<file path="config.mk">
export PLATFORM = sky130hd
export DESIGN_NAME = fifo_ctrl_v2_flat
export DESIGN_NICKNAME = d
export VERILOG_FILES = /design/src/rtl/fifo_pkg.sv /design/src/rtl/fifo_ctrl_v2_if.sv /design/src/rtl/fifo_ram.sv /design/src/rtl/fifo_ctrl_v2.sv /design/src/flat_wrapper.sv
export SDC_FILE = /design/constraint.sdc
export NUM_CORES = 1
export LEC_CHECK = 0
export ABC_AREA = 1
export BUFFER_PORTS_ARGS = -buffer_cell sky130_fd_sc_hd__buf_2
export CELL_PAD_IN_SITES_DETAIL_PLACEMENT = 0
export CELL_PAD_IN_SITES_GLOBAL_PLACEMENT = 1
export CORE_MARGIN = 4
export CORE_UTILIZATION = 34
export DETAILED_ROUTE_END_ITERATION = 16
export PLACE_DENSITY_LB_ADDON = 0.1
export SLEW_MARGIN = 10
export SYNTH_ARGS = -nofsm -noshare
export SYNTH_HDL_FRONTEND = slang
export SYNTH_SLANG_ARGS = --single-unit
</file>
<file path="constraint.sdc">
create_clock -name clk -period 7.49 [get_ports clk]
set_input_delay 2.247 -clock clk [delete_from_list [all_inputs] [get_ports clk]]
set_output_delay 2.247 -clock clk [all_outputs]
set_load 0.02 [all_outputs]
</file>
<file path="src/rtl/fifo_pkg.sv">
// -----------------------------------------------------------------------------
// fifo_pkg
// Shared defaults and helper functions for the fifo_ctrl_v2 buffer family.
//   DefWidth / DefDepth : default word width and entry count
//   cnt_width()         : width of an occupancy counter able to hold 0..depth
//   even_parity()       : even-parity bit of a word (zero-extended to MaxParW)
// Optional feature macro used by the users of this package: FIFO_PARITY_EN.
// -----------------------------------------------------------------------------
package fifo_pkg;

  localparam int unsigned DefWidth = 32;
  localparam int unsigned DefDepth = 32;

  // Widest word the parity helper accepts; narrower words are zero-extended,
  // which does not change their parity.
  localparam int unsigned MaxParW = 1024;

  function automatic int unsigned cnt_width(input int unsigned depth);
    return $clog2(depth + 1);
  endfunction

  // Returns the bit that makes the total number of ones (data + bit) even.
  function automatic logic even_parity(input logic [MaxParW-1:0] data);
    return ^data;
  endfunction

endpackage

</file>
<file path="src/rtl/fifo_ctrl_v2_if.sv">
// -----------------------------------------------------------------------------
// fifo_ctrl_v2_if
// Bundles the data/handshake/status signals of fifo_ctrl_v2.
//   slave  : the FIFO side (takes writes, reads, control; drives status)
//   master : the user side (drives requests, observes status)
// Signals: flush, wr_en, wr_data, rd_en, rd_data, rd_valid, full, empty,
//          almost_full, almost_empty, afull_thr, aempty_thr, count,
//          overflow, underflow, clr_err, and parity_err when FIFO_PARITY_EN
//          is defined.
// -----------------------------------------------------------------------------
interface fifo_ctrl_v2_if #(
  parameter int unsigned WIDTH = fifo_pkg::DefWidth,
  parameter int unsigned DEPTH = fifo_pkg::DefDepth
);
  localparam int unsigned CW = fifo_pkg::cnt_width(DEPTH);

  logic             flush;
  logic             wr_en;
  logic [WIDTH-1:0] wr_data;
  logic             rd_en;
  logic [WIDTH-1:0] rd_data;
  logic             rd_valid;
  logic             full;
  logic             empty;
  logic             almost_full;
  logic             almost_empty;
  logic [CW-1:0]    afull_thr;
  logic [CW-1:0]    aempty_thr;
  logic [CW-1:0]    count;
  logic             overflow;
  logic             underflow;
  logic             clr_err;
`ifdef FIFO_PARITY_EN
  logic             parity_err;
`endif

  modport slave (
`ifdef FIFO_PARITY_EN
    output parity_err,
`endif
    input  flush, wr_en, wr_data, rd_en, afull_thr, aempty_thr, clr_err,
    output rd_data, rd_valid, full, empty, almost_full, almost_empty, count,
    output overflow, underflow
  );

  modport master (
`ifdef FIFO_PARITY_EN
    input  parity_err,
`endif
    output flush, wr_en, wr_data, rd_en, afull_thr, aempty_thr, clr_err,
    input  rd_data, rd_valid, full, empty, almost_full, almost_empty, count,
    input  overflow, underflow
  );

endinterface

</file>
<file path="src/rtl/fifo_ram.sv">
// -----------------------------------------------------------------------------
// fifo_ram
// Simple dual-port storage: one synchronous write port, one asynchronous
// read port. No reset on the array.
//   clk      : write clock
//   i_we     : write enable
//   i_waddr  : write address (0..DEPTH-1)
//   i_wdata  : write data
//   i_raddr  : read address (0..DEPTH-1)
//   o_rdata  : combinational read data
// -----------------------------------------------------------------------------
module fifo_ram #(
  parameter int unsigned WIDTH = 32,
  parameter int unsigned DEPTH = 32,
  localparam int unsigned AW   = $clog2(DEPTH)
) (
  input  logic             clk,
  input  logic             i_we,
  input  logic [AW-1:0]    i_waddr,
  input  logic [WIDTH-1:0] i_wdata,
  input  logic [AW-1:0]    i_raddr,
  output logic [WIDTH-1:0] o_rdata
);

  logic [WIDTH-1:0] r_mem [DEPTH];

  always_ff @(posedge clk) begin
    if (i_we) begin
      r_mem[i_waddr] <= i_wdata;
    end
  end

  assign o_rdata = r_mem[i_raddr];

endmodule

</file>
<file path="src/rtl/fifo_ctrl_v2.sv">
// -----------------------------------------------------------------------------
// fifo_ctrl_v2
// Parametrised single-clock FIFO with any depth >= 2, FWFT or registered read,
// programmable almost-full/almost-empty thresholds, exact occupancy count,
// sticky overflow/underflow errors and a synchronous flush.
// Parameters: WIDTH (word bits), DEPTH (entries), FWFT (1 = head word shown
//             without a read, 0 = data one cycle after rd_en).
// Ports:
//   clk           : rising-edge clock
//   async_reset_n : asynchronous active-low reset
//   bus           : fifo_ctrl_v2_if.slave (requests, data, flags, errors)
// Optional feature: define FIFO_PARITY_EN to store an even-parity bit per entry
// and raise the sticky bus.parity_err when a popped word fails its check.
// -----------------------------------------------------------------------------
module fifo_ctrl_v2
  import fifo_pkg::*;
#(
  parameter int unsigned WIDTH = DefWidth,
  parameter int unsigned DEPTH = DefDepth,
  parameter bit          FWFT  = 1'b1
) (
  input logic           clk,
  input logic           async_reset_n,
  fifo_ctrl_v2_if.slave bus
);

  localparam int unsigned CW = cnt_width(DEPTH);
  localparam int unsigned AW = $clog2(DEPTH);
`ifdef FIFO_PARITY_EN
  localparam int unsigned MW = WIDTH + 1;
`else
  localparam int unsigned MW = WIDTH;
`endif

  logic [AW-1:0] r_wr_ptr, r_rd_ptr;
  logic [AW-1:0] w_wr_ptr_nxt, w_rd_ptr_nxt;
  logic [CW-1:0] r_count, w_count_nxt;
  logic          r_overflow, r_underflow;
  logic          w_overflow_nxt, w_underflow_nxt;
  logic          w_full, w_empty;
  logic          w_wr_acc, w_rd_acc;
  logic          w_mem_we;
  logic [MW-1:0] w_mem_wdata, w_mem_rdata;

  // Explicit wrap so non-power-of-two depths work.
  function automatic logic [AW-1:0] ptr_inc(input logic [AW-1:0] ptr);
    return (ptr == AW'(DEPTH - 1)) ? '0 : ptr + AW'(1);
  endfunction

  // ---------------------------------------------------------------------------
  // Accept, pointer, count and error next-state
  // ---------------------------------------------------------------------------
  always_comb begin
    w_full          = (r_count == CW'(DEPTH));
    w_empty         = (r_count == '0);
    w_rd_acc        = bus.rd_en & ~w_empty;
    // A write into a full FIFO is fine when a read frees a slot this cycle.
    w_wr_acc        = bus.wr_en & (~w_full | w_rd_acc);
    w_mem_we        = w_wr_acc & ~bus.flush;

    w_wr_ptr_nxt    = r_wr_ptr;
    w_rd_ptr_nxt    = r_rd_ptr;
    w_count_nxt     = r_count;
    if (w_wr_acc) w_wr_ptr_nxt = ptr_inc(r_wr_ptr);
    if (w_rd_acc) w_rd_ptr_nxt = ptr_inc(r_rd_ptr);
    unique case ({w_wr_acc, w_rd_acc})
      2'b10:   w_count_nxt = r_count + CW'(1);
      2'b01:   w_count_nxt = r_count - CW'(1);
      default: w_count_nxt = r_count;
    endcase

    // A new error wins over a coincident clear.
    w_overflow_nxt  = (bus.wr_en & ~w_wr_acc) | (r_overflow & ~bus.clr_err);
    w_underflow_nxt = (bus.rd_en & w_empty) | (r_underflow & ~bus.clr_err);
  end

  always_ff @(posedge clk or negedge async_reset_n) begin
    if (!async_reset_n) begin
      r_wr_ptr    <= '0;
      r_rd_ptr    <= '0;
      r_count     <= '0;
      r_overflow  <= 1'b0;
      r_underflow <= 1'b0;
    end else if (bus.flush) begin
      r_wr_ptr    <= '0;
      r_rd_ptr    <= '0;
      r_count     <= '0;
      r_overflow  <= 1'b0;
      r_underflow <= 1'b0;
    end else begin
      r_wr_ptr    <= w_wr_ptr_nxt;
      r_rd_ptr    <= w_rd_ptr_nxt;
      r_count     <= w_count_nxt;
      r_overflow  <= w_overflow_nxt;
      r_underflow <= w_underflow_nxt;
    end
  end

  // ---------------------------------------------------------------------------
  // Storage
  // ---------------------------------------------------------------------------
`ifdef FIFO_PARITY_EN
  assign w_mem_wdata = {even_parity(MaxParW'(bus.wr_data)), bus.wr_data};
`else
  assign w_mem_wdata = bus.wr_data;
`endif

  fifo_ram #(
    .WIDTH (MW),
    .DEPTH (DEPTH)
  ) u_ram (
    .clk     (clk),
    .i_we    (w_mem_we),
    .i_waddr (r_wr_ptr),
    .i_wdata (w_mem_wdata),
    .i_raddr (r_rd_ptr),
    .o_rdata (w_mem_rdata)
  );

`ifdef FIFO_PARITY_EN
  logic w_par_chk;
  logic w_par_bad;
`endif

  // ---------------------------------------------------------------------------
  // Read side
  // ---------------------------------------------------------------------------
  if (FWFT) begin : g_fwft
    assign bus.rd_data  = w_mem_rdata[WIDTH-1:0];
    assign bus.rd_valid = ~w_empty;
`ifdef FIFO_PARITY_EN
    assign w_par_chk = w_rd_acc;
    assign w_par_bad = even_parity(MaxParW'(w_mem_rdata[WIDTH-1:0])) != w_mem_rdata[MW-1];
`endif
  end else begin : g_reg
    logic [WIDTH-1:0] r_rd_data;
    logic             r_rd_valid;
`ifdef FIFO_PARITY_EN
    logic             r_rd_par;
`endif

    always_ff @(posedge clk or negedge async_reset_n) begin
      if (!async_reset_n) begin
        r_rd_data  <= '0;
        r_rd_valid <= 1'b0;
`ifdef FIFO_PARITY_EN
        r_rd_par   <= 1'b0;
`endif
      end else if (bus.flush) begin
        r_rd_valid <= 1'b0;
      end else begin
        r_rd_valid <= w_rd_acc;
        // Data holds its last value when nothing is popped.
        if (w_rd_acc) begin
          r_rd_data <= w_mem_rdata[WIDTH-1:0];
`ifdef FIFO_PARITY_EN
          r_rd_par  <= w_mem_rdata[MW-1];
`endif
        end
      end
    end

    assign bus.rd_data  = r_rd_data;
    assign bus.rd_valid = r_rd_valid;
`ifdef FIFO_PARITY_EN
    assign w_par_chk = r_rd_valid;
    assign w_par_bad = even_parity(MaxParW'(r_rd_data)) != r_rd_par;
`endif
  end

`ifdef FIFO_PARITY_EN
  logic r_parity_err;

  always_ff @(posedge clk or negedge async_reset_n) begin
    if (!async_reset_n) begin
      r_parity_err <= 1'b0;
    end else if (bus.flush) begin
      r_parity_err <= 1'b0;
    end else begin
      r_parity_err <= (w_par_chk & w_par_bad) | (r_parity_err & ~bus.clr_err);
    end
  end

  assign bus.parity_err = r_parity_err;
`endif

  // ---------------------------------------------------------------------------
  // Status outputs (thresholds act combinationally on the registered count)
  // ---------------------------------------------------------------------------
  assign bus.full         = w_full;
  assign bus.empty        = w_empty;
  assign bus.almost_full  = (r_count >= bus.afull_thr);
  assign bus.almost_empty = (r_count <= bus.aempty_thr);
  assign bus.count        = r_count;
  assign bus.overflow     = r_overflow;
  assign bus.underflow    = r_underflow;

endmodule

</file>
<file path="src/flat_wrapper.sv">
// flat-port wrapper written by rule: the top's interface ports become plain ports
module fifo_ctrl_v2_flat import fifo_pkg::*;
#(
  parameter int unsigned WIDTH = DefWidth,
  parameter int unsigned DEPTH = DefDepth,
  parameter bit          FWFT  = 1'b1
)
  (clk, async_reset_n, bus_flush, bus_wr_en, bus_wr_data, bus_rd_en, bus_afull_thr, bus_aempty_thr, bus_clr_err, bus_rd_data, bus_rd_valid, bus_full, bus_empty, bus_almost_full, bus_almost_empty, bus_count, bus_overflow, bus_underflow);
  fifo_ctrl_v2_if #(.WIDTH(WIDTH), .DEPTH(DEPTH)) bus_i ();
  input logic clk;
  input logic async_reset_n;
  input wire logic [$bits(bus_i.flush)-1:0] bus_flush;
  input wire logic [$bits(bus_i.wr_en)-1:0] bus_wr_en;
  input wire logic [$bits(bus_i.wr_data)-1:0] bus_wr_data;
  input wire logic [$bits(bus_i.rd_en)-1:0] bus_rd_en;
  input wire logic [$bits(bus_i.afull_thr)-1:0] bus_afull_thr;
  input wire logic [$bits(bus_i.aempty_thr)-1:0] bus_aempty_thr;
  input wire logic [$bits(bus_i.clr_err)-1:0] bus_clr_err;
  output wire logic [$bits(bus_i.rd_data)-1:0] bus_rd_data;
  output wire logic [$bits(bus_i.rd_valid)-1:0] bus_rd_valid;
  output wire logic [$bits(bus_i.full)-1:0] bus_full;
  output wire logic [$bits(bus_i.empty)-1:0] bus_empty;
  output wire logic [$bits(bus_i.almost_full)-1:0] bus_almost_full;
  output wire logic [$bits(bus_i.almost_empty)-1:0] bus_almost_empty;
  output wire logic [$bits(bus_i.count)-1:0] bus_count;
  output wire logic [$bits(bus_i.overflow)-1:0] bus_overflow;
  output wire logic [$bits(bus_i.underflow)-1:0] bus_underflow;
  assign bus_i.flush = bus_flush;
  assign bus_i.wr_en = bus_wr_en;
  assign bus_i.wr_data = bus_wr_data;
  assign bus_i.rd_en = bus_rd_en;
  assign bus_i.afull_thr = bus_afull_thr;
  assign bus_i.aempty_thr = bus_aempty_thr;
  assign bus_i.clr_err = bus_clr_err;
  assign bus_rd_data = bus_i.rd_data;
  assign bus_rd_valid = bus_i.rd_valid;
  assign bus_full = bus_i.full;
  assign bus_empty = bus_i.empty;
  assign bus_almost_full = bus_i.almost_full;
  assign bus_almost_empty = bus_i.almost_empty;
  assign bus_count = bus_i.count;
  assign bus_overflow = bus_i.overflow;
  assign bus_underflow = bus_i.underflow;
  fifo_ctrl_v2 #(.WIDTH(WIDTH), .DEPTH(DEPTH), .FWFT(FWFT)) u_core (.clk(clk), .async_reset_n(async_reset_n), .bus(bus_i));
endmodule
</file>
==> results of run 1 <==
-- path summary, 6_finish.rpt --
kind | slack [ps] | startpoint | end
max | 1430 | u_core.r_rd_ptr[0] | bus_rd_data[5]
min | 530 | u_core.bus.underflow | u_core.bus.underflow
max reg2reg | 3860 | u_core.bus.count[1] | u_core.u_ram.r_mem[6][16]
min reg2reg | 530 | u_core.bus.underflow | u_core.bus.underflow
max in group asynchronous | 5630 | async_reset_n | u_core.r_rd_ptr[2]
min in group asynchronous | 1480 | async_reset_n | u_core.bus.underflow
-- stage by stage --
| step | utilization | area, sq um | worst slack [ps] | power, W | std cells |
|---|---|---|---|---|---|
| floorplan | - | 44900 | 2100 | 0.00858 | 4241 |
| global placement | 0.360 | 47300 | 1950 | 0.00957 | 5926 |
| detailed placement | 0.360 | 47300 | 1970 | 0.00956 | 5926 |
| CTS | 0.389 | 51000 | 1280 | 0.0152 | 6142 |
| global route | 0.389 | 51000 | 1120 | 0.0158 | 6143 |
| finish | 0.389 | 51100 | 1430 | 0.0150 | 6146 |
-- routing by layer --
metal,vias to the layer above,track usage,wire length [um]
met3,177,0.0283,5880
met4,8,0.0508,2770
met5,-,0,35
met1,14300,0.281,64600
met2,576,0.325,64200
li1,14100,-,-
-- final cells by class --
type / count / area, sq um
flip-flops and latches: 1042 / 31200
diodes: 4 / 10.0
well taps: 1755 / 2200
clock inverters: 72 / 626
repair buffers: 159 / 1110
fillers: 12900 / 80200
clock buffers: 144 / 3090
multi-input cells: 2514 / 11100
inverters: 456 / 1730
-- synth_stat cells (all sizes together) --
library cell,n,area share
inv,456,0.038
o211ai,97,0.016
o21bai,3,0.00050
nand4,4,0.00056
ha,23,0.0064
nand3b,2,0.00033
nand2,1581,0.13
clkbuf,61,0.0052
nor3,10,0.0011
xnor2,2,0.00039
o21ai,169,0.019
xor2,4,0.00078
or2,32,0.0045
a21oi,11,0.0012
nand3,335,0.037
buf,168,0.020
fa,1,0.00045
o22ai,2,0.00028
o2111ai,1,0.00020
dfrtp,18,0.010
nor2,237,0.020
edfxtp,1024,0.68
-- tightest hold or removal path: cells and delay by family (launching register included) --
family             cells  cell delay (ps)
AOI/OAI and AO/OA      1               50
DFF                    1              380
and+or+nand+nor        1               60
-- cell families (layout without fill, tap and decap cells) --
kind of cell	Yosys count	after routing	share of synthesized area
compound gates	283	283	0.0373
xor+xnor	6	6	0.00117
fa+ha+maj	24	24	0.00686
buf+inv	685	831	0.0638
flops	1042	1042	0.695
other cells	0	4	0
simple gates	2201	2201	0.196
-- state kept, by name (all words and copies together) (netlist names) --
| register | flops |
|---|---|
| u_core.r_rd_ptr | 5 |
| u_core.bus.underflow | 1 |
| u_core.r_wr_ptr | 5 |
| u_core.bus.overflow | 1 |
| u_core.u_ram.r_mem | 1024 |
| u_core.bus.count | 6 |
-- report_power, final --
| group | internal, W | switching (W) |
|---|---|---|
| sequential | 0.00645 | 0.0000858 |
| combinational | 0.000815 | 0.00202 |
| clock | 0.00328 | 0.00236 |
==> impl_metrics.env, run 1 <==
export IMPL_required_ps=5240
export IMPL_dieArea_sq_mm=0.138
export IMPL_path_clk_slew_ps=60
export IMPL_overflow=0
export IMPL_layout_min_cycle_time_ps=6060
export IMPL_drive_above_1_share=0.0857
export IMPL_io_buffers=94
export IMPL_syn_instance_count=4241
export IMPL_cts_root_buf="clkbuf_16"
export IMPL_drt_pre_antenna_iters=6
export IMPL_status="finished, final reports clean"
export IMPL_worst_pin_slew_ps=1210
export IMPL_htreeDepth=3
export IMPL_core_area_sq_mm=0.131
export IMPL_yosys_warnings=0
export IMPL_wl_per_cell_um=22.4
export IMPL_cts_tree="yes"
export IMPL_max_slew_margin_rel=0.189
export IMPL_period_share=0.809
export IMPL_cp_slowest_stage_delay_ps=740
export IMPL_critical_path_top_delay_family="buffers and inverters"
export IMPL_grt_pass1_vias=28200
export IMPL_critical_path_slowest_cell="inv_8"
export IMPL_reg2reg_depth=8
export IMPL_cp_cell_sequence="inv_8, buf_4, nand2_1, nand2_1, nand2_1, o21ai_1, nand2_1, nand3_1, nand3_1, nand2_1, buf_2"
export IMPL_nets=4366
export IMPL_dp_hpwl_um=73800
export IMPL_io_pins=95
export IMPL_hold_buffers=0
export IMPL_ir_drop_v=0.000208
export IMPL_antenna_found_initial=20
export IMPL_worstSetupPathType="register to primary output"
export IMPL_yosysUniqueCellTypes=31
export IMPL_grt_max_degree=187
export IMPL_numCtsBuffers=119
export IMPL_finalHoldViolCount=0
export IMPL_p_leak_nw=20.2
export IMPL_grtUsageTotal=0.200
export IMPL_cp_max_fo=126
export IMPL_maxCapViolations=0
export IMPL_fp_dieH_um=371
export IMPL_clock_latency_ps=720
export IMPL_drtIter0Drc=2228
export IMPL_ys_ff_latch=1042
export IMPL_crit_buf_inv=3
export IMPL_routed_via_density=4.75
export IMPL_cts_setup_buffers=0
export IMPL_rsz0062_at_grt="false"
export IMPL_drc=0
export IMPL_area_delta_synth_final_pct=13.7
export IMPL_cp_arrival_ps=3810
export IMPL_cts_sinks=1042
export IMPL_start_util=0.342
export IMPL_critPathLaunchType="register"
export IMPL_slew_violations=0
export IMPL_end_kind="primary output"
export IMPL_final_setup_skew_ps=24.1
export IMPL_ys_seq_area_frac=0.695
export IMPL_rows=133
export IMPL_grt_pass1_wl_um=199000
export IMPL_wirelength_um=137000
export IMPL_finalSetupTns_ps=0
export IMPL_cts_resized=0
export IMPL_synth_nets=4315
export IMPL_gp_congestion=0.714
export IMPL_worst_hold_slack_ps=532
export IMPL_cts_path_max_buffers=3
export IMPL_max_freq_mhz=165
export IMPL_netlist_area_sq_mm=0.0449
export IMPL_antenna_left=0
export IMPL_worstHoldPathCells=2
export IMPL_layout_common_cells="nand2_1, edfxtp_1, inv_1, nand3_1, nor2_1"
export IMPL_final_setup_viol_count=0
export IMPL_powerDensity_mw_per_mm2=294
export IMPL_final_common_cell="nand2_1"
export IMPL_cp_num_cells=11
export IMPL_vias=29200
export IMPL_dieWidth_um=371
export IMPL_avgSynthCellArea_sq_um=10.6
export IMPL_hold_class="register to register"
export IMPL_cpMostUsedCell="nand2_1"
Note: power is estimated with default switching activity, not from simulation.
==> run 2, diff against run 1 <==
Clock period 7.49 ns to 6.25 ns, I/O delays scaled along.
==> run 2 against run 1 <==
  * Routed wire length rose by 1.1%
  * Final area rose by 0.44%
  * Flip-flop and latch count did not move
  * Critical path depth down 1
  * Worst hold slack better by 7.8 ps
  * Clock power up 14%
  * First-iteration DRC count is 4.5% lower
  * Clock skew is 22 ps higher
  * Global-route usage is 0.25 points higher
  * Final cell count up 0.26%
  * Largest power group unchanged
==> impl_metrics.env, run 2 (synthesized netlist as in run 1, its figures left out) <==
export IMPL_nets=4384
export IMPL_dieArea_sq_mm=0.138
export IMPL_drive_above_1_share=0.0876
export IMPL_ir_drop_v=0.000234
export IMPL_start_util=0.342
export IMPL_io_buffers=94
export IMPL_grt_max_degree=112
export IMPL_layout_common_cells="nand2_1, edfxtp_1, inv_1, nand3_1, nor2_1"
export IMPL_wl_per_cell_um=22.6
export IMPL_rsz0062_at_grt="false"
export IMPL_period_share=0.886
export IMPL_antenna_found_initial=21
export IMPL_path_clk_slew_ps=60
export IMPL_largest_reg_flops=1024
export IMPL_worst_pin_slew_ps=1130
export IMPL_end_kind="primary output"
export IMPL_powerDensity_mw_per_mm2=345
export IMPL_cp_max_fo=72
export IMPL_dp_hpwl_um=75900
export IMPL_core_area_sq_mm=0.131
export IMPL_grt_pass1_wl_um=201000
export IMPL_finalHoldViolCount=0
export IMPL_status="finished, final reports clean"
export IMPL_drtIter0Drc=2128
export IMPL_routed_via_density=4.72
export IMPL_cts_tree="yes"
export IMPL_critPathLaunchType="register"
export IMPL_fp_dieH_um=371
export IMPL_final_common_cell="nand2_1"
export IMPL_cts_sinks=1042
export IMPL_finalSetupTns_ps=0
export IMPL_drt_pre_antenna_iters=5
export IMPL_worstSetupPathType="register to primary output"
export IMPL_numCtsBuffers=120
export IMPL_rows=133
export IMPL_overflow=0
export IMPL_cp_arrival_ps=3660
export IMPL_cts_path_max_buffers=3
export IMPL_required_ps=4380
export IMPL_vias=29100
export IMPL_drc=0
export IMPL_maxCapViolations=0
export IMPL_dieWidth_um=371
export IMPL_antenna_left=0
export IMPL_htreeDepth=3
export IMPL_top_register="u_core.u_ram.r_mem"
export IMPL_fill_cells=12900
export IMPL_gp_congestion=0.738
export IMPL_max_slew_margin_rel=0.246
export IMPL_clock_latency_ps=740
export IMPL_hold_buffers=0
export IMPL_cts_root_buf="clkbuf_16"
export IMPL_total_power_w=0.0177
export IMPL_hold_class="register to register"
export IMPL_area_delta_synth_final_pct=14.2
export IMPL_cts_setup_buffers=0
export IMPL_final_setup_viol_count=0
export IMPL_slew_violations=0
export IMPL_io_pins=95
export IMPL_grt_pass1_vias=28200
export IMPL_max_freq_mhz=181
export IMPL_cts_resized=0
export IMPL_grtUsageTotal=0.202
export IMPL_p_leak_nw=20.3
export IMPL_final_setup_skew_ps=46.2
export IMPL_layout_min_cycle_time_ps=5540
export IMPL_wirelength_um=139000
run 2: final timing paths:
check                                startpoint                    endpoint  slack (ps)  depth (start not counted)
hold reg to reg            u_core.bus.underflow        u_core.bus.underflow         540                          2
max in group asynchronous         async_reset_n          u_core.r_rd_ptr[0]        4740                          1
hold / removal             u_core.bus.underflow        u_core.bus.underflow         540                          2
min in group asynchronous         async_reset_n         u_core.bus.count[5]        1110                          1
setup reg to reg            u_core.bus.count[1]  u_core.u_ram.r_mem[31][15]        2670                          7
setup / recovery             u_core.r_rd_ptr[0]             bus_rd_data[29]         710                         10
run 2: through the flow:
step | instance area [sq um] | setup slack (ps) | hold slack, ps | instances | utilization
finish | 51300 | 714 | 540 | 6162 | 0.391
global route | 51300 | 442 | 573 | 6159 | 0.390
CTS | 51300 | 599 | 538 | 6159 | 0.390
detailed placement | 47700 | 1420 | 528 | 5943 | 0.364
global placement | 47700 | 1380 | 525 | 5943 | 0.364
floorplan | 44900 | 1610 | 558 | 4241 | -
run 2: final cells by class:
class	count	area (sq um)	area share
repair buffers	176	1520	0.0297
clock inverters	54	279	0.00544
well taps	1755	2200	0.0428
flip-flops and latches	1042	31200	0.609
clock buffers	162	3250	0.0634
multi-input cells	2514	11100	0.216
diodes	3	7.51	0.000146
inverters	456	1730	0.0338
run 2: metal layers:
layer,routed length (um),track usage,up-vias,share of wire
met2,65700,0.333,589,0.47
met1,64300,0.284,14200,0.46
met3,6670,0.0278,159,0.048
met4,2370,0.0472,2,0.017
li1,-,-,14100,-
met5,7,0,-,0.000050
run 2: where the power goes:
| group | internal [W] | switching, W |
|---|---|---|
| registers | 0.00773 | 0.000104 |
| logic | 0.00100 | 0.00244 |
| clock network | 0.00364 | 0.00279 |
run 2: critical path: stages, from the launching register on:
cell and delay (ps):
dfrtp_4 880, buf_4 740, nor2_1 110, nor2_1 100
o21ai_0 90, nand2_1 80, nand2_1 50, nand3_1 90
nand3_1 230, nand2_1 210, buf_2 220
